===== src/rtl/recorder_pkg.sv =====
// Shared types for the DUT response recorder: FSM states and the default
// event entry layout (timestamp above value).
package recorder_pkg;

  localparam int REC_DATA_WIDTH = 8;
  localparam int REC_TS_WIDTH   = 32;
  localparam int REC_DEPTH      = 16;

  typedef enum logic [1:0] {
    IDLE   = 2'd0,
    ARMED  = 2'd1,
    RECORD = 2'd2
  } rec_state_t;

  // Entry layout at the default widths; the top level declares the same
  // layout locally so that it follows its own parameters.
  typedef struct packed {
    logic [REC_TS_WIDTH-1:0]   ts;
    logic [REC_DATA_WIDTH-1:0] value;
  } rec_entry_t;

endpackage


===== src/rtl/recorder_fifo.sv =====
// Show-ahead synchronous FIFO. Pointers carry one extra wrap bit so that
// full and empty are told apart when the index bits match. A push while
// full is accepted only if a pop happens on the same edge.
module recorder_fifo #(
  parameter int WIDTH = 40,
  parameter int DEPTH = 16
) (
  input  logic                     clk,
  input  logic                     rst,
  input  logic                     push,
  input  logic                     pop,
  input  logic [WIDTH-1:0]         wr_data,
  output logic [WIDTH-1:0]         rd_data,
  output logic                     full,
  output logic                     empty,
  output logic [$clog2(DEPTH):0]   count
);

  localparam int AW = $clog2(DEPTH);

  logic [WIDTH-1:0] mem [DEPTH];
  logic [AW:0]      wr_ptr;
  logic [AW:0]      rd_ptr;
  logic             do_pop;
  logic             do_push;

  assign empty   = (wr_ptr == rd_ptr);
  assign full    = (wr_ptr[AW] != rd_ptr[AW]) && (wr_ptr[AW-1:0] == rd_ptr[AW-1:0]);
  assign count   = wr_ptr - rd_ptr;
  assign do_pop  = pop & ~empty;
  assign do_push = push & (~full | do_pop);
  assign rd_data = mem[rd_ptr[AW-1:0]];

  // Pointer advance on accepted push/pop.
  always_ff @(posedge clk or posedge rst) begin
    if (rst) begin
      wr_ptr <= '0;
      rd_ptr <= '0;
    end else begin
      if (do_push) wr_ptr <= wr_ptr + 1'b1;
      if (do_pop)  rd_ptr <= rd_ptr + 1'b1;
    end
  end

  // Storage write; contents need no reset because reads are gated by empty.
  always_ff @(posedge clk) begin
    if (do_push) mem[wr_ptr[AW-1:0]] <= wr_data;
  end

endmodule


===== src/rtl/dut_response_recorder.sv =====
// DUT response recorder: synchronises the DUT output bus into the hub clock
// domain, time-stamps every value change and buffers it for a reader.
//
// state  | meaning
// IDLE   | recording off, timestamp held at 0, nothing written
// ARMED  | one cycle; baseline {ts=0, value} written, last loaded
// RECORD | every change of the synchronised bus is written with its stamp
module dut_response_recorder
  import recorder_pkg::*;
#(
  parameter int DATA_WIDTH = REC_DATA_WIDTH,
  parameter int DEPTH      = REC_DEPTH,
  parameter int TS_WIDTH   = REC_TS_WIDTH
) (
  input  logic                    hub_clocks,
  input  logic                    hub_reset,
  input  logic                    enable,
  input  logic                    clear_overflow,
  input  logic [DATA_WIDTH-1:0]   dut_outputs,
  output logic                    rd_valid,
  input  logic                    rd_ready,
  output logic [DATA_WIDTH-1:0]   rd_value,
  output logic [TS_WIDTH-1:0]     rd_timestamp,
  output logic [$clog2(DEPTH):0]  count,
  output logic                    overflow,
  output logic [15:0]             drop_count
);

  typedef struct packed {
    logic [TS_WIDTH-1:0]   ts;
    logic [DATA_WIDTH-1:0] value;
  } entry_t;

  rec_state_t            state;
  rec_state_t            state_next;
  logic [DATA_WIDTH-1:0] sync1;
  logic [DATA_WIDTH-1:0] sync2;
  logic [DATA_WIDTH-1:0] last;
  logic [TS_WIDTH-1:0]   ts;
  logic                  push;
  logic                  load_last;
  logic                  pop;
  logic                  drop;
  logic                  full;
  logic                  empty;
  entry_t                wr_entry;
  entry_t                rd_entry;

  // Two-flop synchroniser on the asynchronous DUT bus.
  always_ff @(posedge hub_clocks or posedge hub_reset) begin
    if (hub_reset) begin
      sync1 <= '0;
      sync2 <= '0;
    end else begin
      sync1 <= dut_outputs;
      sync2 <= sync1;
    end
  end

  // FSM state register.
  always_ff @(posedge hub_clocks or posedge hub_reset) begin
    if (hub_reset) state <= IDLE;
    else           state <= state_next;
  end

  // Next state and event write request.
  always_comb begin
    state_next = state;
    push       = 1'b0;
    load_last  = 1'b0;
    case (state)
      IDLE: begin
        if (enable) state_next = ARMED;
      end
      ARMED: begin
        push       = 1'b1;
        load_last  = 1'b1;
        state_next = RECORD;
      end
      RECORD: begin
        if (!enable) begin
          state_next = IDLE;
        end else if (sync2 != last) begin
          push      = 1'b1;
          load_last = 1'b1;
        end
      end
      default: state_next = IDLE;
    endcase
  end

  // Previous value tracks every detected change, even a dropped one, so a
  // full buffer does not turn one change into a stream of repeats.
  always_ff @(posedge hub_clocks or posedge hub_reset) begin
    if (hub_reset)      last <= '0;
    else if (load_last) last <= sync2;
  end

  // Timestamp: 0 through IDLE and ARMED, then counts RECORD cycles, wrapping.
  always_ff @(posedge hub_clocks or posedge hub_reset) begin
    if (hub_reset)                ts <= '0;
    else if (state_next == RECORD) ts <= ts + 1'b1;
    else                          ts <= '0;
  end

  assign wr_entry.ts    = ts;
  assign wr_entry.value = sync2;
  assign rd_valid       = ~empty;
  assign pop            = rd_valid & rd_ready;
  assign drop           = push & full & ~pop;
  assign rd_value       = rd_valid ? rd_entry.value : '0;
  assign rd_timestamp   = rd_valid ? rd_entry.ts : '0;

  recorder_fifo #(
    .WIDTH (TS_WIDTH + DATA_WIDTH),
    .DEPTH (DEPTH)
  ) u_fifo (
    .clk     (hub_clocks),
    .rst     (hub_reset),
    .push    (push),
    .pop     (pop),
    .wr_data (wr_entry),
    .rd_data (rd_entry),
    .full    (full),
    .empty   (empty),
    .count   (count)
  );

  // Sticky overflow and saturating drop counter; a drop beats a clear.
  always_ff @(posedge hub_clocks or posedge hub_reset) begin
    if (hub_reset) begin
      overflow   <= 1'b0;
      drop_count <= '0;
    end else begin
      overflow <= drop | (overflow & ~clear_overflow);
      if (clear_overflow)
        drop_count <= drop ? 16'd1 : 16'd0;
      else if (drop && drop_count != 16'hFFFF)
        drop_count <= drop_count + 16'd1;
    end
  end

endmodule


===== config.mk =====
export PLATFORM = sky130hd
export DESIGN_NAME = dut_response_recorder
export DESIGN_NICKNAME = d
export VERILOG_FILES = /design/src/rtl/recorder_pkg.sv /design/src/rtl/recorder_fifo.sv /design/src/rtl/dut_response_recorder.sv
export SDC_FILE = /design/constraint.sdc
export NUM_CORES = 1
export LEC_CHECK = 0
export CORE_MARGIN = 3
export CORE_UTILIZATION = 50
export DETAILED_ROUTE_END_ITERATION = 10
export PLACE_DENSITY_LB_ADDON = 0.1
export SETUP_SLACK_MARGIN = 0.02
export SYNTH_ARGS = -nofsm -noshare
export SYNTH_HDL_FRONTEND = slang
export SYNTH_HIERARCHICAL = 1
export SYNTH_SLANG_ARGS = --single-unit

===== constraint.sdc =====
create_clock -name hub_clocks -period 5 [get_ports hub_clocks]
set_input_delay 1 -clock hub_clocks [delete_from_list [all_inputs] [get_ports hub_clocks]]
set_output_delay 1 -clock hub_clocks [all_outputs]
set_load 0.005 [all_outputs]

# --- Word-level counts from Yosys, hierarchy flattened ---
# Memories as Yosys holds them, arrays and structs flattened.
# Index checks and enable logic that the tools add are counted.
op_classes:
  addsub: 5
  eq_ne: 8
  muxes: 14
  n_bitwise: 12
  reduce_logical: 4
op_table:
  columns: ["operator", "count"]
  rows:
  - ["$mux W32", 2]
  - ["$add A32 B1 Y32 const B", 1]
  - ["$mux W16", 2]
  - ["$add A16 B1 Y16 const B", 1]
  - ["$ne A16 B16 Y1 const B", 1]
  - ["$add A5 B1 Y5 const B", 2]
  - ["$mux W8", 1]
  - ["$ne A8 B8 Y1", 1]
  - ["$and A1 B1 Y1", 6]
  - ["$pmux W2 S3", 1]
  - ["$eq A5 B5 Y1", 1]
  - ["$mux W1", 5]
  - ["$sub A5 B5 Y5", 1]
  - ["$eq A2 B2 Y1 const B", 2]
  - ["$eq A4 B4 Y1", 1]
  - ["$mux W2", 2]
  - ["$not A1 Y1", 4]
  - ["$eq A2 B1 Y1 const B", 1]
  - ["$logic_and A1 B1 Y1", 2]
  - ["$logic_not A2 Y1", 1]
  - ["$or A1 B1 Y1", 2]
  - ["$pmux W1 S2", 1]
  - ["$reduce_bool A2 Y1", 1]
  - ["$ne A1 B1 Y1", 1]
word_totals:
  regBits: 85
  mem_bits_rw: 640
  wordCells: 53
  mem_count: 1
memory_table:
  columns: ["memory", "depth", "word_bits", "read_ports", "rd_ports_with_merged_regs", "write_ports", "line_no", "text"]
  rows:
  - ["u_fifo.mem", 16, 40, 1, 0, 1, "recorder_fifo.sv:21", "logic [WIDTH-1:0] mem [DEPTH];"]

# --- Depth between registers and ports, before layout ---
# Gate-level depths: netlist of the first run.
depth:
  word_depth: 9
  mapped_depth: 13

# --- Hierarchy ---
# Netlist of the first run, hierarchy kept.
modules_own_cells:
  columns: ["mod", "n_inst", "cells_per_inst", "area_each_um2", "seq_area_each_um2"]
  rows:
  - ["recorder_fifo", 1, 1151, 25051.5, 19468.7]
  - ["dut_response_recorder", 1, 368, 3754.9, 1876.8]

# --- Least setup slack after synthesis of the first run ---
# OpenSTA, ideal clock, no wires.
synth_timing:
  kind: "reg-to-reg"
  start: "register u_fifo.rd_ptr[1]"
  end: "memory u_fifo.mem[3][0], enable pin"
  setup_time_ns: 0.487
  t_arrival_ns: 5.096
  required_ns: 4.513
  path_slack_ns: -0.583
  stages_incl_launch_ff: 13
  path_buffers: 4
  path_cell_list: "dfrtp_1 buf_2 buf_4 clkbuf_1 inv_1 ha_1 and4_1 and2_1 nor2b_2 o31a_1 buf_2 nand2_1 nor3_1"
synth_via:
  elab_chain_cells: 8
  word_cells_on_any_way: 11
  classes_between: "2 x eq/ne; 2 x mux; 6 x bitwise; 1 x reduce/logical"
synth_lines:
  columns: ["element", "line_no", "text"]
  rows:
  - ["from (decl)", "recorder_fifo.sv:23", "logic [AW:0] rd_ptr;"]
  - ["from (signal assigned)", "recorder_fifo.sv:41", "if (do_pop) rd_ptr <= rd_ptr + 1'b1;"]
  - ["$eq A5 B5 Y1", "recorder_fifo.sv:27", "assign empty = (wr_ptr == rd_ptr);"]
  - ["via empty", "dut_response_recorder.sv:45", "logic empty;"]
  - ["$not A1 Y1", "dut_response_recorder.sv:108", "assign rd_valid = ~empty;"]
  - ["$and A1 B1 Y1", "dut_response_recorder.sv:109", "assign pop = rd_valid & rd_ready;"]
  - ["via pop", "dut_response_recorder.sv:42", "logic pop;"]
  - ["$and A1 B1 Y1", "recorder_fifo.sv:30", "assign do_pop = pop & ~empty;"]
  - ["$or A1 B1 Y1", "recorder_fifo.sv:31", "assign do_push = push & (~full | do_pop);"]
  - ["$and A1 B1 Y1", "recorder_fifo.sv:31", null]
  - ["$mux W1", "recorder_fifo.sv:47", "if (do_push) mem[wr_ptr[AW-1:0]] <= wr_data;"]
  - ["$mux W1 (not written as such)", "recorder_fifo.sv:47", null]
  - ["to (decl)", "recorder_fifo.sv:21", null]
# The timed path passes the listed nets, and every way through them passes these cells.

# --- Worst setup path in the final report of the first run ---
layout_timing:
  start: "register u_fifo.wr_ptr[2]"
  end: "output port rd_timestamp[29]"
layout_via:
  elab_chain_cells: 2
layout_lines:
  columns: ["element", "line_no", "text"]
  rows:
  - ["from (decl)", "recorder_fifo.sv:22", "logic [AW:0] wr_ptr;"]
  - ["from (signal assigned)", "recorder_fifo.sv:40", "if (do_push) wr_ptr <= wr_ptr + 1'b1;"]
  - ["$eq A5 B5 Y1", "recorder_fifo.sv:27", null]
  - ["via empty", "dut_response_recorder.sv:45", null]
  - ["$mux W32", "dut_response_recorder.sv:112", "assign rd_timestamp = rd_valid ? rd_entry.ts : '0;"]
  - ["to (decl)", "dut_response_recorder.sv:23", "output logic [TS_WIDTH-1:0] rd_timestamp,"]
# The timed path passes the listed nets, and every way through them passes these cells.

==> impl.org, run 1 <==
** Floorplanning
- The region available for standard cell placement spans 56700 um2.
- The die is 246 um tall.
- Number of placed I/O pins :: 76
- The die covers 60500 um2.
- For this configuration, the core starts out at a cell density of 50.8%.
- Row generation in the floorplan step produced 87 rows.
- DIE WIDTH :: 246 um

** Clock tree
- Number of buffers inserted to repair setup after CTS :: 0
- Cells resized by post-CTS repair :: 0
- The clock reaches the later pin of the worst-skew pair after 600 ps.
- Longest Clk Path Bufs :: 3
- CTS built an H-tree with a depth of 3.
- Clock sinks :: 725
- Number of clock buffers inserted by TritonCTS :: 75
- The number of hold buffers added after CTS was 0.
- Clock-pin slew was measured on the worst setup and hold paths at 60 ps.
- CTS placed an instance of sky130_fd_sc_hd__clkbuf_16 at the clock tree root.
- TritonCTS built the clock tree.

** Run status
- The flow ran to the end, and the final reports show no timing, DRC or antenna violations.

** Setup path
- CP Launch Type :: flip-flop
- Category of the worst setup path capture point :: output pin
- Max stage delay cell, worst path :: sky130_fd_sc_hd__and2_2
- Highest fanout seen on the critical path :: 28
- The critical path is of the reg2out type.
- At the worst endpoint, the arrival time is 3620 ps.
- Data on the critical path is required at its endpoint by 4000 ps.
- Critical path's largest stage delay :: 750 ps
- Traced cell by cell, the critical path runs through ha_1 -> and4_1 -> and2_2 -> buf_4 -> nor2b_1 -> clkdlybuf4s50_1.

** Logic synthesis
- Counting every net in the synthesized netlist gives 1548.
- Synthesis produced 1519 cells.
- After synthesis, the netlist uses 58 different library cells.
- A synthesized cell averages 19.0 um2.
- Number of enable flip-flop cells after synthesis :: 640
- Summing every instance area after synthesis gives 28800 um2.
- The Yosys step of the flow raised 6 warnings.
- Sequential elements use 74.1% of the synthesized area.
- For this run, the leading register cell type out of synthesis is sky130_fd_sc_hd__edfxtp_1.
- Counting flops and latches in the post-synthesis netlist gives 725.
- Async set-or-reset flop fraction in the synthesized netlist :: 11.7%

** Power
- Power spread over the standard cell area amounts to 548 nW/um2.
- VDD sags by at most 0.548 mV.
- For this design the static power due to leakage is 10.8 nW.

** Global routing
- The via count of the first global-routing pass was 15.0k.
- Global routing consumed, over all layers together, 21.5% of the routing resources.
- The first global-routing pass estimated 96000 um of wire.
- Antenna violations before repair :: 0
- Entering global routing, the biggest net connects 118 pins.
- After global routing the overflow that remains totals 0.

** Hold path
- The worst hold path belongs to the class reg2reg.

** Run
- Maximum capacitance violations :: 0

** Detailed routing
- First-pass DRT Iterations :: 6
- Drt drc :: 0
- After detailed routing, the average wire length per cell comes to 25.9 um.
- Antenna-violating nets left :: 0
- Across all layers, the routed design uses 14.5k vias.
- In this run, the number of DRC markers left after iteration 0 of detailed routing was 1192.
- In the routed layout, each cell is associated on average with a via count of 5.96.
- Total wire length after detailed routing :: 63100 um

** Timing
- The number of max-slew violations in the final report came to 0.
- Worst max-slew margin expressed relative to the limit :: 18.3%
- Between clock sinks in the finished design, the worst skew comes to 18.6 ps.
- Post-route clock period utilization :: 92.5%
- Subtracting the final worst setup slack from the clock period gives 4620 ps.
- For the pin with the worst max-slew slack, the measured transition is 1220 ps.
- Setup violation total in the final timing report :: 0
- The hold violation total from the final report is 0.
- Based on the critical path, the design can be clocked at up to 216 MHz.
- RSZ-0062 raised after global routing :: no
- Setup TNS after final layout :: 0 ps
- Across all hold checks on the routed design, the worst slack comes to 347 ps.

** Placement
- Routability-driven placement finished with a final weighted congestion of 0.728.
- During placement, the flow inserted port buffers numbering 75.
- The wire-length estimate of the detail-placed layout is 30900 um.

** Finish
- At the end of the flow, the number of nets in the layout was 1653.
- Inserted Diodes :: 0
- The post-route netlist has 18.5% of its cells at a drive strength greater than 1.
- Counting the fill cells in the layout gives 4154.
- The area growth from synthesis to layout is 14.9%.
[path summary, 6_finish.rpt]
check / startpoint / end / slack [ps] / depth (start not counted)
worst max-delay path: u_fifo/wr_ptr[2]$_DFFE_PP0P_ / rd_timestamp[29] / 380 / 6
worst min-delay path: sync1[6]$_DFF_PP0_ / sync2[6]$_DFF_PP0_ / 350 / 0
worst max register to register: u_fifo/wr_ptr[3]$_DFFE_PP0P_ / u_fifo/mem[15][31]$_DFFE_PP_ / 1150 / 8
worst min register to register: sync1[6]$_DFF_PP0_ / sync2[6]$_DFF_PP0_ / 350 / 0
max in group asynchronous: hub_reset / overflow$_DFF_PP0_ / 3150 / 3
min in group asynchronous: hub_reset / u_fifo/rd_ptr[1]$_DFFE_PP0P_ / 780 / 2
[placed cells by master, fill, tap and decap left out, drive strengths merged, types with 12 or more instances in the layout]
master,synthesis,layout
nor2,70,70
clkdlybuf4s50,0,75
a32oi,40,40
dfrtp,85,85
inv,28,29
buf,32,30
clkbuf,45,108
edfxtp,640,640
a22oi,41,41
ha,15,15
xnor2,42,42
clkinv,0,20
nor2b,45,45
mux4,120,120
nand3,26,26
nand2,23,23
nand4,14,14
xor2,13,13
mux2i,121,121
mux2,12,12
o21ai,45,45
[sequential cells by signal, summed over array words and instances, names as in the netlist]
name and count:
u_fifo/mem 640, state 2, sync2 8, ts 32, u_fifo/wr_ptr 5, sync1 8
u_fifo/rd_ptr 5, drop_count 16, last 8, overflow 1
[routing by layer]
metal / vias up / routed length (um) / GRT usage (%)
li1: 6290 / - / -
met5: - / 0 / 0
met4: 0 / 1110 / 5.94
met1: 7708 / 28200 / 31.6
met2: 447 / 30100 / 33.5
met3: 82 / 3710 / 3.55
[metrics by stage]
step / area (um2) / power [W] / util, % / setup slack, ps / instances
floorplan: 28800 / 0.0107 / - / 489 / 1519
global placement: 30700 / 0.0130 / 54.2 / 953 / 2303
detailed placement: 30700 / 0.0130 / 54.2 / 940 / 2303
CTS: 33100 / 0.0183 / 58.3 / 282 / 2438
global route: 33100 / 0.0190 / 58.3 / 157 / 2438
finish: 33100 / 0.0181 / 58.3 / 377 / 2438
[logic make-up after synthesis]
group,count (synthesis),share of synthesized area (%)
XOR/XNOR,55,1.67
multiplexers,253,14.1
AND/OR/NAND/NOR,214,3.93
flip-flops,725,74.1
AO/OA/AOI/OAI,151,3.78
buffers and inverters,105,1.74
adder cells (fa/ha/maj),16,0.721
[critical path, delay by kind of cell, from the launching register on]
family                   cells  cell delay, ps
adder cells (fa/ha/maj)      1             470
buffers and inverters        2             870
flip-flops                   1             590
AND/OR/NAND/NOR              3            1090
[synthesized netlist by cell type, drive strengths merged (3+ instances only)]
library cell	count	share of area, %
dfrtp	85	7.4
o21ai	45	0.79
nand2	23	0.30
xnor2	42	1.3
buf	32	0.79
a22oi	41	1.1
and3	8	0.20
a21oi	9	0.20
mux2i	121	4.2
nand3	26	0.47
nand4	14	0.30
nor3	9	0.23
edfxtp	640	67
mux2	12	0.47
nand2b	3	0.065
nor2	70	0.91
a32oi	40	1.2
ha	15	0.65
mux4	120	9.4
and2	7	0.16
xor2	13	0.40
clkbuf	45	0.59
and4	5	0.16
a21o	6	0.17
a211oi	5	0.19
nor2b	45	0.99
inv	28	0.36
[area by class of cell]
cell class / instances / area (um2) / share of cell area, %
clock buffer: 108 / 2160 / 6.52
multi-input combinational: 689 / 7100 / 21.5
sequential: 725 / 21400 / 64.5
inverter: 28 / 106 / 0.321
tap: 756 / 946 / 2.86
clock inverter: 27 / 194 / 0.586
timing repair buffer: 105 / 1230 / 3.71
[power by group]
| part | internal (W) | switching, W | total, W |
|---|---|---|---|
| sequential | 0.00692 | 0.000215 | 0.00714 |
| clock | 0.00310 | 0.00221 | 0.00531 |
| combinational | 0.00274 | 0.00295 | 0.00568 |
| total | 0.0128 | 0.00538 | 0.0181 |
(Power assumes the default switching activity.)
==> run 2, diff against run 1 <==
--- a/config.mk
+++ b/config.mk
@@ -7,6 +7,7 @@
 export LEC_CHECK = 0
 export CORE_MARGIN = 3
 export CORE_UTILIZATION = 50
+export CTS_CLUSTER_SIZE = 10
 export DETAILED_ROUTE_END_ITERATION = 10
 export PLACE_DENSITY_LB_ADDON = 0.1
 export SETUP_SLACK_MARGIN = 0.02
==> impl.org, run 2 (same netlist as run 1, synthesis figures left out) <==
** Floorplanning
- The placeable core region came to 56700 um2 (unchanged).
- Number of placed I/O pins :: 76 (unchanged)
- Die Area :: 60500 um2 (unchanged)
- The starting density of the core was 50.8% (unchanged).
- Die Y :: 246 um (unchanged)
- Cell Rows :: 87 (unchanged)
- The horizontal die dimension is 246 um (unchanged).

** Finish
- Leaving out fill and tap cells, the most frequent cell in the layout is sky130_fd_sc_hd__edfxtp_1.
- Share of cells above drive strength 1 :: 17.8% (-0.73 points)
- The post-layout utilization of the core is 58.3% (about the same).
- The number of inserted diodes came to 0 (unchanged).
- The relative area change from synthesis to final layout was 14.8% (about the same).
- Max reg flops :: 640 (unchanged)
- The summed area of non-filler cells in the final layout was 33100 um2 (about the same).
- The number of fillers in the final layout came to 4123 (-0.75%).
- Post-layout nets :: 1661 (+0.48%)
- In the layout the commonest cells are 640 x sky130_fd_sc_hd__edfxtp_1, 121 x sky130_fd_sc_hd__mux2i_1, 120 x sky130_fd_sc_hd__mux4_2.

** Timing
- Worst max-slew margin expressed relative to the limit :: 17.0% (-1.4 points)
- Highest clock rate :: 215 MHz (-0.40%)
- The slew at the pin with the worst max-slew slack is 1240 ps (+20.4 ps).
- Final-report hold violation count :: 0 (unchanged)
- Setup repair after global routing left no endpoint under its margin.
- Min Tclk post-route :: 4640 ps (+18.6 ps)
- The minimum hold slack was 335 ps (-12.0 ps).
- The final clock period utilization by the worst path is 92.8% (+0.37 points).
- The worst clock skew was 26.6 ps (+8.01 ps).
- The setup-violating endpoint count in the final report is 0 (unchanged).
- The least setup slack across all paths after layout came to 358 ps (-18.6 ps).
- The accumulated negative setup slack came to 0 ps (unchanged).
- Max Slew Vio Count :: 0 (unchanged)

** Setup path
- Highest fanout seen on the critical path :: 28 (unchanged)
- The required time at the worst-slack endpoint came to 4000 ps (about the same).
- The worst register-to-register path ends at u_fifo/mem[15][22]$_DFFE_PP_.
- In this run the critical register-to-register path is launched from u_fifo/wr_ptr[3]$_DFFE_PP0P_.
- STA classifies the critical path startpoint as a flip-flop.
- Worst r2r path cells :: 8 (unchanged)
- The worst endpoint data arrival time is 3640 ps (+20 ps).
- Category of the worst setup path capture point :: output pin
- The critical path is of the reg2out type.
- The register-to-register setup slack came to 1140 ps (about the same).

** Hold path
- Depth of the worst hold-timing path :: 0 (unchanged)
- Path class of the lowest-slack min-delay path :: reg2reg
- In this run the most critical hold path is launched from sync1[6]$_DFF_PP0_.
- The path with the worst hold slack has its endpoint at sync2[6]$_DFF_PP0_.

** Global routing
- The met1 capacity usage during global routing was 31.6% (about the same).
- Routing usage on met3 :: 3.34% (-0.21 points)
- Total global routing track utilization :: 21.6% (+0.12 points)
- Pin count of the biggest net entering global routing :: 118 (unchanged)
- Global-route wire length before repair :: 96500 um (+0.50%)
- The remaining global-route overflow was 0 (unchanged).
- Met2 track utilization from global routing :: 33.9% (+0.39 points)
- Antenna violations before repair :: 0 (unchanged)
- Busiest grt layer :: met2
- Number of global-route vias before repair :: 15.3k (+1.6%)

** Power
- Fraction of power spent switching nets :: 29.8% (+0.13 points)
- The sequential share of power was 39.3% (about the same).
- Relative contribution of the clock network to total power :: 29.3% (about the same)
- Fraction of power consumed by combinational cells :: 31.3% (about the same)
- Leakage component of the power :: 10.8 nW (-0.22%)
- The switching power of the nets came to 0.00540 W (+0.53%).
- The internal power component is 0.0127 W (-0.11%).
- The areal power density over the cells is 549 nW/um2 (+0.17%).
- Max IR drop VDD :: 0.565 mV (+3.1%)

** Detailed routing
- Antenna-violating nets left :: 0 (unchanged)
- The post-detailed-route via-to-cell ratio was 5.96 (about the same).
- Total wire length after detailed routing :: 63300 um (+0.40%)
- The detailed-routing iteration count for the pre-antenna-repair pass is 5 (-1).
- Via total after detailed routing :: 14.5k (-0.12%)
- Starting DRT DRC Count :: 1127 (-5.5%)
- The average routed wire per standard cell was 26.0 um (+0.57%).
- The post-route DRC violation count is 0 (unchanged).

** Clock tree
- TritonCTS clock tree :: done
- The total CTS buffers is 83 (+11%).
- The number of post-CTS setup repair buffers came to 0 (unchanged).
- The number of levels the H-tree was split into came to 3 (unchanged).
- Cells resized by post-CTS repair :: 0 (unchanged)
- Number of buffers inserted for hold repair after clock tree synthesis :: 0 (unchanged)
- The buffer depth of the longest clock path was 3 (unchanged).
- The CTS sink count came to 725 (unchanged).
- The CTS clock-pin slew for the worst setup and hold paths is 50 ps (about the same).
- The clock latency reported for the late side of the worst-skew pair was 630 ps (+30 ps).
- The root buffer cell chosen for the clock tree is sky130_fd_sc_hd__clkbuf_16.

** Run status
- Result of the run :: finished, final reports clean

** Placement
- The pre-CTS worst setup slack came to 940 ps (unchanged).
- Half-perimeter wire length of the detailed placement result :: 30900 um (unchanged)
- Global placement routability congestion :: 0.728 (unchanged)
- The count of buffers from port buffering came to 75 (unchanged).
- The cell area after placement came to 30700 um2 (unchanged).

** Run
- Maximum capacitance violations :: 0 (unchanged)
-- run 2: how the worst max path moves through the flow --
stage | startpoint | to | depth (start not counted)
6_report | u_fifo/wr_ptr[2]$_DFFE_PP0P_ | rd_timestamp[29] | 6
4_1_cts | u_fifo/wr_ptr[2]$_DFFE_PP0P_ | rd_timestamp[29] | 6
3_5_place_dp | u_fifo/wr_ptr[2]$_DFFE_PP0P_ | rd_timestamp[29] | 6
2_1_floorplan | u_fifo/rd_ptr[1]$_DFFE_PP0P_ | u_fifo/mem[7][0]$_DFFE_PP_ | 12
5_1_grt | u_fifo/wr_ptr[2]$_DFFE_PP0P_ | rd_timestamp[29] | 6
3_3_place_gp | u_fifo/wr_ptr[2]$_DFFE_PP0P_ | rd_timestamp[29] | 6
-- run 2: routing by layer --
layer  vias up  wire [um]
li1       6297          -
met2       425      30100
met3        90       3650
met4         0       1110
met1      7697      28500
met5         -          0
-- run 2: through the flow --
step	total power (W)	instances
after floorplan	0.0107	1519
after global placement	0.0130	2303
after detailed placement	0.0130	2303
after CTS	0.0184	2434
after global routing	0.0190	2434
final	0.0182	2434
-- run 2: area by class of cell --
class	instances	area (um2)	area share, %
timing repair buffer	105	1230	3.71
inverter	28	106	0.322
clock inverter	8	73.8	0.223
tap	756	946	2.86
sequential	725	21400	64.6
multi-input combinational	689	7100	21.5
clock buffer	123	2250	6.80
-- run 2: power by group through the flow --
stage | clock network (W) | registers (W) | logic (W)
after CTS | 0.00545 | 0.00714 | 0.00577
after global routing | 0.00570 | 0.00718 | 0.00614
after detailed placement | 0 | 0.00726 | 0.00575
after global placement | 0 | 0.00724 | 0.00574
final | 0.00532 | 0.00714 | 0.00569
after floorplan | 0 | 0.00716 | 0.00357
-- run 2: critical path: stages, from the launching register on --
cell and delay (ps):
sky130_fd_sc_hd__dfrtp_1 580, sky130_fd_sc_hd__ha_1 470, sky130_fd_sc_hd__and4_1 210, sky130_fd_sc_hd__and2_2 750
sky130_fd_sc_hd__buf_4 400, sky130_fd_sc_hd__nor2b_1 130, sky130_fd_sc_hd__clkdlybuf4s50_1 470
